`config.mk`:
```
export PLATFORM = sky130hd
export DESIGN_NAME = split_word_load
export DESIGN_NICKNAME = d
export VERILOG_FILES = /design/src/rtl/split_word_load.sv
export SDC_FILE = /design/constraint.sdc
export NUM_CORES = 1
export LEC_CHECK = 0
export CAP_MARGIN = 20
export CORE_UTILIZATION = 32
export DETAILED_ROUTE_END_ITERATION = 8
export PLACE_DENSITY = 0.72
export SLEW_MARGIN = 20
export SYNTH_ARGS = -nofsm -noshare
export SYNTH_HDL_FRONTEND = slang
export SYNTH_SLANG_ARGS = --single-unit
```
`constraint.sdc`:
```
create_clock -name clk -period 3.6 [get_ports clk]
set_clock_uncertainty 0.15 [all_clocks]
set_input_delay 0.9 -clock clk [delete_from_list [all_inputs] [get_ports clk]]
set_output_delay 0.9 -clock clk [all_outputs]
set_load 0.005 [all_outputs]
```
`src/rtl/split_word_load.sv`:
```
// Load-side extractor for the MEM stage: issues one word-aligned read per request and
// returns the addressed byte/half/word, sign- or zero-extended, with error pulses.
module split_word_load #(
   parameter int TIMEOUT = 15,
   parameter int CNT_W   = 4
) (
   input  logic        clk,
   input  logic        rst,
   input  logic        load_req,
   input  logic [31:0] load_addr,
   input  logic [2:0]  load_type,
   output logic        load_ready,
   output logic        mem_re,
   output logic [31:0] mem_addr,
   input  logic        mem_rvalid,
   input  logic [31:0] mem_rdata,
   output logic [31:0] load_data,
   output logic        load_valid,
   output logic        load_misaligned,
   output logic        load_timeout
);

   localparam logic [2:0] T_LB  = 3'd0;
   localparam logic [2:0] T_LBU = 3'd1;
   localparam logic [2:0] T_LH  = 3'd2;
   localparam logic [2:0] T_LHU = 3'd3;
   localparam logic [2:0] T_LW  = 3'd4;

   localparam logic [CNT_W-1:0] CNT_LAST = CNT_W'(TIMEOUT - 1);
   localparam logic [CNT_W-1:0] CNT_ONE  = CNT_W'(1);

   typedef enum logic [2:0] {
      S_IDLE,
      S_REQ,
      S_WAIT,
      S_RESP,
      S_ERR
   } state_t;

   state_t             state_q, state_d;
   logic [1:0]         off_q, off_d;
   logic [2:0]         type_q, type_d;
   logic [31:0]        mem_addr_q, mem_addr_d;
   logic               mem_re_q, mem_re_d;
   logic [CNT_W-1:0]   cnt_q, cnt_d;
   logic [31:0]        load_data_q, load_data_d;
   logic               load_valid_q, load_valid_d;
   logic               mis_q, mis_d;
   logic               tmo_q, tmo_d;

   // Illegal types and addresses not naturally aligned for the access size are rejected.
   function automatic logic req_bad(input logic [1:0] k, input logic [2:0] t);
      logic bad;
      case (t)
         T_LB, T_LBU: bad = 1'b0;
         T_LH, T_LHU: bad = k[0];
         T_LW:        bad = (k != 2'b00);
         default:     bad = 1'b1;
      endcase
      return bad;
   endfunction

   function automatic logic signed [31:0] extract(input logic [31:0] word,
                                                  input logic [1:0]  k,
                                                  input logic [2:0]  t);
      logic [7:0]         b;
      logic [15:0]        h;
      logic signed [31:0] r;
      case (k)
         2'd0:    b = word[7:0];
         2'd1:    b = word[15:8];
         2'd2:    b = word[23:16];
         default: b = word[31:24];
      endcase
      h = k[1] ? word[31:16] : word[15:0];
      case (t)
         T_LB:    r = {{24{b[7]}}, b};
         T_LBU:   r = {24'd0, b};
         T_LH:    r = {{16{h[15]}}, h};
         T_LHU:   r = {16'd0, h};
         default: r = word;
      endcase
      return r;
   endfunction

   always_ff @(posedge clk or posedge rst) begin
      if (rst) begin
         state_q      <= S_IDLE;
         off_q        <= 2'd0;
         type_q       <= 3'd0;
         mem_addr_q   <= 32'd0;
         mem_re_q     <= 1'b0;
         cnt_q        <= '0;
         load_data_q  <= 32'd0;
         load_valid_q <= 1'b0;
         mis_q        <= 1'b0;
         tmo_q        <= 1'b0;
      end else begin
         state_q      <= state_d;
         off_q        <= off_d;
         type_q       <= type_d;
         mem_addr_q   <= mem_addr_d;
         mem_re_q     <= mem_re_d;
         cnt_q        <= cnt_d;
         load_data_q  <= load_data_d;
         load_valid_q <= load_valid_d;
         mis_q        <= mis_d;
         tmo_q        <= tmo_d;
      end
   end

   // Pulse outputs are registered on the transition edge so they line up with RESP/ERR.
   always_comb begin
      state_d      = state_q;
      off_d        = off_q;
      type_d       = type_q;
      mem_addr_d   = mem_addr_q;
      mem_re_d     = 1'b0;
      cnt_d        = cnt_q;
      load_data_d  = load_data_q;
      load_valid_d = 1'b0;
      mis_d        = 1'b0;
      tmo_d        = 1'b0;
      case (state_q)
         S_IDLE: begin
            if (load_req) begin
               off_d      = load_addr[1:0];
               type_d     = load_type;
               mem_addr_d = {load_addr[31:2], 2'b00};
               if (req_bad(load_addr[1:0], load_type)) begin
                  state_d = S_ERR;
                  mis_d   = 1'b1;
               end else begin
                  state_d  = S_REQ;
                  mem_re_d = 1'b1;
               end
            end
         end
         S_REQ: begin
            if (mem_rvalid) begin
               state_d      = S_RESP;
               load_data_d  = extract(mem_rdata, off_q, type_q);
               load_valid_d = 1'b1;
            end else begin
               state_d = S_WAIT;
               cnt_d   = '0;
            end
         end
         S_WAIT: begin
            if (mem_rvalid) begin
               state_d      = S_RESP;
               load_data_d  = extract(mem_rdata, off_q, type_q);
               load_valid_d = 1'b1;
            end else if (cnt_q == CNT_LAST) begin
               state_d = S_ERR;
               tmo_d   = 1'b1;
            end else begin
               cnt_d = cnt_q + CNT_ONE;
            end
         end
         S_RESP:  state_d = S_IDLE;
         S_ERR:   state_d = S_IDLE;
         default: state_d = S_IDLE;
      endcase
   end

   assign load_ready      = (state_q == S_IDLE);
   assign mem_re          = mem_re_q;
   assign mem_addr        = mem_addr_q;
   assign load_data       = load_data_q;
   assign load_valid      = load_valid_q;
   assign load_misaligned = mis_q;
   assign load_timeout    = tmo_q;

endmodule
```
Word level (Yosys, flattened, before mapping)
Index checks and enable logic that the tools add are counted.
- flip-flop bits (word level): 78
- bits of input ports: 71
- output and inout bits: 69
- logic and storage cells: 68
- add/subtract/negate cells: 1
- equality and inequality tests: 17
- multiplexer cells: 27
- reductions and logical operators: 13
- operator list (operator ; number):
    $pmux W32 S4 ; 1
    $pmux W8 S3 ; 1
    $mux W16 ; 1
    $eq A3 B2 Y1 const B ; 5
    $mux W1 ; 14
    $mux W3 ; 4
    $mux W4 ; 3
    $eq A3 B1 Y1 const B ; 3
    $logic_not A3 Y1 ; 3
    $pmux W3 S3 ; 1
    $ne A2 B2 Y1 const B ; 4
    $pmux W4 S2 ; 1
    $reduce_and A2 Y1 ; 3
    $reduce_or A2 Y1 ; 3
    $add A4 B1 Y4 const B ; 1
    $eq A4 B4 Y1 const B ; 1
    $reduce_and A4 Y1 ; 1
    $reduce_bool A2 Y1 ; 2
    $eq A3 B3 Y1 const B ; 1
    $ne A3 B3 Y1 const B ; 1
    $pmux W1 S3 ; 1
    $eq A2 B1 Y1 const B ; 1
    $eq A2 B2 Y1 const B ; 1
    $logic_not A2 Y1 ; 1

Logic depth before layout (Yosys ltp)
- depth after elaboration: 8
- gate-level depth with buffers: 7
- gate-level depth less buffers: 6

Worst setup path after synthesis
OpenSTA, ideal clock, no wires.
- path type: input to register
- from: in mem_rdata[31]
- to: reg load_data_q[11], in the netlist load_data[11]
- setup time: 0.118 ns
- data arrival time: 1.952 ns
- required time: 3.332 ns
- setup slack: 1.380 ns
- stages: 4
- buffers on the path: 0
- path through: mux4_2 a21o_1 o221a_1 a21o_1
- longest elaborated chain between the ends: 2
- ends and longest elaborated chain (item ; line ; source):
    start: declaration ; 16 ; input logic [31:0] mem_rdata,
    $pmux W8 S3 ; 69 ; case (k)
    $pmux W32 S4 ; 76 ; case (t)
    end signal: assignment ; 105 ; load_data_q <= load_data_d;
    end: declaration ; 46 ; logic [31:0] load_data_q, load_data_d;
Every way passes these cells.
A chain may end at the register's enable or synchronous reset.

Worst setup path in the final report
- from: reg state_q[0]
- to: out load_ready
- longest elaborated chain between the ends: 1
- ends and longest elaborated chain (item ; line ; source):
    start: declaration ; 40 ; state_t state_q, state_d;
    start signal: assignment ; 99 ; state_q <= state_d;
    $logic_not A3 Y1 ; 167 ; assign load_ready = (state_q == S_IDLE);
    end: declaration ; 12 ; output logic load_ready,
Every way passes these cells.

==> run metrics <==
Port Buffers 137; DP Cell Count 644; total global routing overflow 0; reg2reg setup slack 1.30 ns; Syn-to-layout area delta 47.3%; first-pass GRT wire length 16.3 mm; hold path endpoint mem_addr[28]; CP arrival 1.75 ns; commonest cells in the netlist nand2_1, dfrtp_1, a21oi_1, nor2_1, o21ai_0; Final #Nets 592; count of pins over their slew limit 0; PD cells 802 nW/um2; R2R cell count 4; Leak 2.34 nW; Clk Tree Root Cell clkbuf_8; Non-Filler Instances 660; slack of the critical path 0.800 ns; Overall Power 4.16 mW; gp weighted congestion 0.831; Synth area leader dfrtp_1; CP Max Fanout 7; post-DR wirelength/cell 15.5 um; antenna cells 0; Longest Clk Path Bufs 2; Relative slew margins 34.8%; post-synth top area share 55.5%; RSZ-0062 raised after global routing no; Post-Route Setup TNS 0 ns; # setup viols final 0; Placed Area 4990 um2; starting density of the core 33.5%; # rows 37; required time of the worst setup path 2.55 ns; worst vdd ir 0.321 mV; share of layout cells above drive strength 1 5.53%; Slew @ Worst Pin 0.976 ns; die height 107 um; clock latency on the worst-skew pair 0.35 ns; routed via count 3256; Initial DRC Count 142; share of synthesized flip-flops with an asynchronous set or reset 100%; post-DP HPWL 7.27 mm; startpoint types register; status completed; fin util 49.3%; initial antenna violation count 0; CTS Buf Count 9; register area share after synthesis 55.5%; largest cells by area after synthesis dfrtp_1, nand2_1, a21oi_1, nor2_1, mux2i_1; cts hold-fix bufs 0; pre-CTS WS 0.770 ns; Hold Slack 0.326 ns; most frequent cell after synthesis nand2_1; Die X 107 um; total track usage 18.6%; register bit count reported by yosys 78; drt first pass iters 7; drt total wl 10.2 mm; post-route design area 5180 um2; core area 10500 um2; Clock transition at path regs 0.09 ns; Hold Crit Class reg2reg; Max Clock Freq 0.357 GHz; number of vias per cell 4.93; Residual DRC 0; Die ar. 11400 um2; Cell Area, Synth 3520 um2; R2R Path End load_data[5]; max-cap viol count 0; via count of the first global-routing pass 3202; Yosys warnings 0; final hold vios 0; final worst-path cycle share 77.8%; clk sinks 78; Post-Syn Area per Cell 9.14 um2; CTS H-Tree Depth 3; Top-Level Pins 140; WS Path Type reg2out; CP Capture Type primary output; worst flop-to-flop path startpoint type_q[2]; ys flop type dfrtp_1; hold path depth 2; Synth Instances 385; final antenna-violating net count 0; largest net degree at the start of global routing 62; EDFF count, synth 0; post-CTS setup buffers 0; Distinct cells, synth 42; crit path time final 2.80 ns; CTS tree done; Resized Gates After CTS 0; min-delay src mem_addr[28]
==> report_power, final <==
| part | internal (mW) | switching (mW) | total (mW) |
|---|---|---|---|
| clock | 0.280 | 0.360 | 0.640 |
| sequential | 1.28 | 0.318 | 1.59 |
| combinational | 1.06 | 0.862 | 1.92 |
| total | 2.62 | 1.54 | 4.16 |
==> sequential cells by signal, indices dropped and copies added, names as in the netlist <==
signal / cells
cnt_q: 4
load_data: 32
load_misaligned: 1
load_timeout: 1
load_valid: 1
mem_addr: 30
mem_re: 1
off_q: 2
state_q: 3
type_q: 3
==> routing by layer <==
metal | routed length (um) | GRT usage, % | vias up
met4 | 193 | 7.05 | 0
met5 | 0 | 0 | -
met3 | 1180 | 6.26 | 15
met1 | 4400 | 24.5 | 1523
met2 | 4430 | 28.2 | 175
li1 | - | - | 1543
==> worst max-delay path, cell delays in order (launching register included) <==
cell and delay, ns:
dfrtp_1 0.48, nor3_2 0.33, clkdlybuf4s50_1 0.59
==> layout make-up <==
| class | instances | area, um2 |
|---|---|---|
| clock buffers | 10 | 138 |
| clock inverters | 6 | 52.6 |
| fillers | 1019 | 5330 |
| inverters | 7 | 30.0 |
| multi-input cells | 281 | 1430 |
| flip-flops and latches | 78 | 1950 |
| well taps | 136 | 170 |
| repair buffers | 142 | 1410 |
==> logic make-up after synthesis <==
family / after synthesis / share of synthesized area (%)
compound gates: 78 / 14.0
xor+xnor: 1 / 0.249
fa+ha+maj: 2 / 0.711
buf+inv: 27 / 3.91
flops: 78 / 55.5
mux: 12 / 3.81
other cells: 1 / 0.107
simple gates: 186 / 21.7
==> placed cells by master (no fill, tap or decap), types with 2 or more instances in the layout <==
cell and count:
clkdlybuf4s50_1 137, nand2_1 132, dfrtp_1 78, nor2_1 29, a21oi_1 29, o21ai_0 14
mux2i_1 10, clkbuf_8 10, o21ai_1 8, a21o_1 8, or3_1 7, o221a_1 7
buf_4 5, o22ai_1 4, inv_1 3, nand3_1 3, and3_1 3, nor2b_1 2
and2_1 2, clkinv_1 2, nor3_1 2, o21a_1 2, ha_1 2, conb_1 2
inv_6 2, clkinvlp_4 2
==> how the worst max path moves through the flow <==
stage | startpoint | endpoint | slack [ns] | depth (start not counted)
after global routing | state_q[1] | load_ready | 0.71 | 2
after detailed placement | mem_rdata[31] | load_data[13] | 0.77 | 5
after global placement | mem_rdata[31] | load_data[10] | 0.80 | 5
final | state_q[0] | load_ready | 0.80 | 2
after floorplan | rst | cnt_q[0] | 0.55 | 1
after CTS | state_q[0] | load_ready | 0.78 | 2
Power figures use the tool's default switching activity.
==> RTL change 1 (config.mk and constraints unchanged) <==
Make the reset (`rst`) synchronous in one clocked block.
--- a/src/rtl/split_word_load.sv
+++ b/src/rtl/split_word_load.sv
@@ -85,3 +85,3 @@
 
-   always_ff @(posedge clk or posedge rst) begin
+   always_ff @(posedge clk) begin
       if (rst) begin
Check against the original RTL: differs if rst is asserted again (counterexample within 4 cycles, from zero or initial values and one cycle with rst high); with rst held inactive, the same outputs for 4 cycles.
==> RTL change 1 against the unedited design <==
- worst setup slack improved by 130 ps
- non-clock buffer count grew 2
- routed wire length down 4.0%
- area after synthesis fell by 2.7%
- utilization is 0.33 points lower
- cell area down 2.4%
- sequential cell count did not move
- critical endpoint unchanged
Power is not compared: it rests on default switching activity, and its combinational part moved more than twofold at a synthesized area within 25%.
==> RTL change 1: results (changes against the unedited design) <==
| Metric | Value |
|---|---|
| Antenna violations before repair | `0 (unchanged)` |
| Clock buffer count from CTS | `9 (unchanged)` |
| Peak VDD IR | `0.225 mV` |
| Total GRT Usage | `0.179 (-0.00659)` |
| Global-route wire length before repair | `15.8 mm (-3.2%)` |
| H-tree depth | `3 (unchanged)` |
| Register area share after synthesis | `0.456 (-0.0987)` |
| # Post-CTS Setup Buffers | `0 (unchanged)` |
| Skew-Pair Late Insertion Delay | `350 ps (about the same)` |
| Worst rel slew slack | `0.549 (+0.201)` |
| Clk buf depth | `2 (unchanged)` |
| Drt initial violations | `90 (-37%)` |
| Largest net degree at the start of global routing | `33 (-47%)` |
| Critical path data arrival time | `1620 ps (-130 ps)` |
| CTS clk-pin slew, worst paths | `70 ps (-20 ps)` |
| First-pass DRT Iterations | `4 (-3)` |
| Hpwl dp | `7.06 mm (-2.9%)` |
| Clock root buffer | `clkbuf_8` |
| Vias in the first global route | `3219 (+0.53%)` |
| Lkg Pwr | `1.73 nW` |
| Top post-synthesis cells by area | `dfxtp_1, nand2_1, a21oi_1` |
| Vias per inst | `4.96 (+0.59%)` |
| Antenna cell count | `0 (unchanged)` |
| Routed wire per std cell | `14.8 um (-4.4%)` |
| PortBufs | `137 (unchanged)` |
| Antenna Nets Post-Route | `0 (unchanged)` |
| Share of post-route cells with drive strength above 1 | `0.0911 (+0.0357)` |
| Top cells by count, synth | `nand2_1, dfxtp_1, nor2_1, a21oi_1, a211oi_2` |
| Worst min path class | `reg2reg` |
| Yosys Warn Count | `0 (unchanged)` |
| RePlAce Congestion | `0.835 (+0.48%)` |
| Worst-path fanout max | `5 (-2)` |
| Max FFs per register | `32 (unchanged)` |
| Async SR Flop Fraction | `0 (-1.00)` |
| Post-CTS sizing | `0 (unchanged)` |
| Layout net count | `595 (+0.51%)` |
| Status | `complete, no violations` |
| Post-placement cell area | `4840 um2 (-3.0%)` |
| Synth cell types | `50 (+19%)` |
-- RTL change 1: layout make-up --
| type | instances | area, um2 |
|---|---|---|
| Timing Repair Buffer | 144 | 1420 |
| Multi-Input combinational cell | 286 | 1680 |
| Inverter | 3 | 11.3 |
| Clock inverter | 5 | 83.8 |
| Clock buffer | 11 | 131 |
| Sequential cell | 78 | 1560 |
| Fill cell | 993 | 5270 |
| Tap cell | 136 | 170 |
-- RTL change 1: cell families (layout without fill, tap and decap cells) --
group	after synthesis	count (layout)	synth area share
adder cells (fa/ha/maj)	2	2	0.00731
AO/OA/AOI/OAI	111	111	0.249
multiplexers	11	11	0.0347
buffers and inverters	34	163	0.0537
flip-flops	78	78	0.456
other	1	2	0.00110
AND/OR/NAND/NOR	160	160	0.197
-- RTL change 1: worst max-delay path: stages, from the launching register on --
cell and delay [ps]:
dfxtp_1 360, nor3_2 330, clkdlybuf4s50_1 590
-- RTL change 1: final timing paths --
| kind | slack, ps | endpoint | from | depth (start not counted) |
|---|---|---|---|---|
| setup / recovery | 930 | load_ready | state_q[0]$_SDFFE_PP0P_ | 2 |
| hold / removal | 310 | mem_addr[14]$_SDFFE_PP0P_ | mem_addr[14]$_SDFFE_PP0P_ | 2 |
| setup reg to reg | 1240 | load_data[19]$_SDFFE_PP0P_ | off_q[1]$_SDFFE_PP0P_ | 4 |
| hold reg to reg | 310 | mem_addr[14]$_SDFFE_PP0P_ | mem_addr[14]$_SDFFE_PP0P_ | 2 |
-- RTL change 1: routing by layer --
metal / up-vias / wire [um] / GRT usage
met2: 98 / 4800 / 0.300
met1: 1531 / 4240 / 0.216
li1: 1644 / - / -
met5: - / 0 / 0
met4: 0 / 165 / 0.0724
met3: 17 / 594 / 0.0501
-- RTL change 1: report_power, final --
group / switching, mW / total [mW] / leakage (nW) / internal [mW]
Combinational: 0.257 / 0.557 / 0.994 / 0.299
Sequential: 0.0566 / 0.996 / 0.637 / 0.939
Clock: 0.331 / 0.723 / 0.0998 / 0.392
Total: 0.645 / 2.28 / 1.73 / 1.63
-- RTL change 1: metrics by stage --
stage / utilization / setup slack [ps] / cells
after floorplan: - / 1420 / 398
after global routing: 0.490 / 876 / 663
after detailed placement: 0.469 / 713 / 647
after CTS: 0.490 / 906 / 663
final: 0.490 / 926 / 663
after global placement: 0.469 / 742 / 647
==> RTL change 2 (config.mk and constraints unchanged) <==
Without the edit above. The parameter `CNT_W` goes from 4 to 6.
--- a/src/rtl/split_word_load.sv
+++ b/src/rtl/split_word_load.sv
@@ -4,3 +4,3 @@
    parameter int TIMEOUT = 15,
-   parameter int CNT_W   = 4
+   parameter int CNT_W   = 6
 ) (
Behaviour: no difference found for any inputs over 4 cycles, from zero or initial values and one cycle with rst high; that may be too few to reach the edited logic, so the function may still have changed.
==> RTL change 2 against the unedited design <==
- non-clock buffer count shrank 1
- area after synthesis up 4.2%
- clock power up 61%
- power increased by 12%
- sequential share of layout area decreased by 1.1 points
- sequential cell count grew 2
- synthesized cell count grew 5.7%
- worst setup slack got worse by 170 ps
- sequential power up 4%
- register-to-register slack worse by 100 ps
- routed wire length grew 0.72%
- cell area increased by 5.8%
- worst hold slack got worse by 2.4 ps
- critical path type unchanged
==> RTL change 2: results (changes against the unedited design) <==
| Metric | Value |
|---|---|
| Skew-Pair Late Insertion Delay | `320 ps (-30 ps)` |
| First-pass DRT Iterations | `5 (-2)` |
| M2 GR Usage | `0.281 (-0.000806)` |
| Mean post-synth cell area | `9.00 um2 (-1.4%)` |
| Vias in the first global route | `3362 (+5.0%)` |
| Routed length on met3 | `1.05 mm (-11%)` |
| Critical path data arrival time | `1920 ps (+170 ps)` |
| Share of post-route cells with drive strength above 1 | `0.0517 (-0.00368)` |
| # fillers | `1060 (+4.0%)` |
| Met3 usage | `0.0592 (-0.00344)` |
| Hold_sp | `mem_addr[10]$_DFFE_PP0P_` |
| Synth cell types | `44 (+4.8%)` |
| Largest net degree at the start of global routing | `81 (+31%)` |
| Layout net count | `610 (+3.0%)` |
| Total GRT Usage | `0.183 (-0.00249)` |
| Met1 Wirelength | `4.53 mm (+2.9%)` |
| Final wirelength | `10.3 mm (+0.72%)` |
| Lkg Pwr | `2.39 nW (+2.4%)` |
| Placed cell count | `666 (+3.4%)` |
| Top post-synthesis cells by area | `dfrtp_1, nand2_1, o21ai_0` |
| Register area share after synthesis | `0.546 (-0.00870)` |
| RePlAce Congestion | `0.853 (+2.6%)` |
| Peak VDD IR | `0.347 mV (+8.2%)` |
| Worst-path fanout max | `6 (-1)` |
| Antenna cell count | `0 (unchanged)` |
| PortBufs | `137 (unchanged)` |
| Top cells by count, synth | `nand2_1, dfrtp_1, o21ai_0, a21oi_1, nor2_1` |
| Met2 wire len | `4.61 mm (+4.1%)` |
| Worst rel slew slack | `0.419 (+0.0707)` |
| Routed wire per std cell | `15.1 um (-2.5%)` |
| Status | `complete, no violations` |
| CTS clk-pin slew, worst paths | `60 ps (-30 ps)` |
| Met1 Use GR | `0.245 (about the same)` |
| Pre-CTS setup slack | `430 ps (-340 ps)` |
| Vias per inst | `4.98 (+0.96%)` |
| Drt initial violations | `206 (+45%)` |
| Global-route wire length before repair | `16.7 mm (+2.3%)` |
| Clock root buffer | `clkbuf_16` |
-- RTL change 2: worst paths after layout --
kind                       cells past startpoint                        end  slack [ps]
max                                            2                 load_ready         630
min                                            2   mem_addr[10]$_DFFE_PP0P_         320
max reg2reg                                    6  load_data[23]$_DFFE_PP0P_        1200
min reg2reg                                    2   mem_addr[10]$_DFFE_PP0P_         320
max in group asynchronous                      3     load_timeout$_DFF_PP0_        2140
min in group asynchronous                      3   mem_addr[15]$_DFFE_PP0P_         830
-- RTL change 2: power by group --
group	leakage [nW]	switching [mW]	internal, mW	total, mW
sequential	0.983	0.345	1.31	1.66
clock	0.156	0.351	0.678	1.03
combinational	1.25	0.899	1.07	1.97
-- RTL change 2: layout make-up --
class | instances | area [um2] | share of cell area
clock buffer | 11 | 233 | 0.0425
clock inverter | 5 | 105 | 0.0192
inverter | 7 | 28.8 | 0.00525
multi-input combinational | 298 | 1520 | 0.278
sequential | 80 | 2000 | 0.365
tap | 140 | 175 | 0.0320
timing repair buffer | 141 | 1410 | 0.258
-- RTL change 2: logic make-up after synthesis --
family	after synthesis	synth area share
adders and majority gates	2	0.00683
buffers and inverters	30	0.0396
muxes	12	0.0335
xor gates and xnor gates	3	0.00717
and+or+nand+nor	196	0.225
AOI/OAI and AO/OA	83	0.141
other	1	0.00102
DFF	80	0.546
-- RTL change 2: metrics by stage --
stage                     hold slack, ps  power [mW]  cell area (um2)
after floorplan                      320        2.60             3670
after CTS                            328        4.70             5480
final                                323        4.66             5480
after global placement               308        3.57             5140
after global routing                 343        5.02             5480
after detailed placement             312        3.64             5140
-- RTL change 2: critical path, cell delays in order, from the launching register on --
cell	delay [ps]
dfrtp_1	440
nor3_1	520
clkdlybuf4s50_1	630
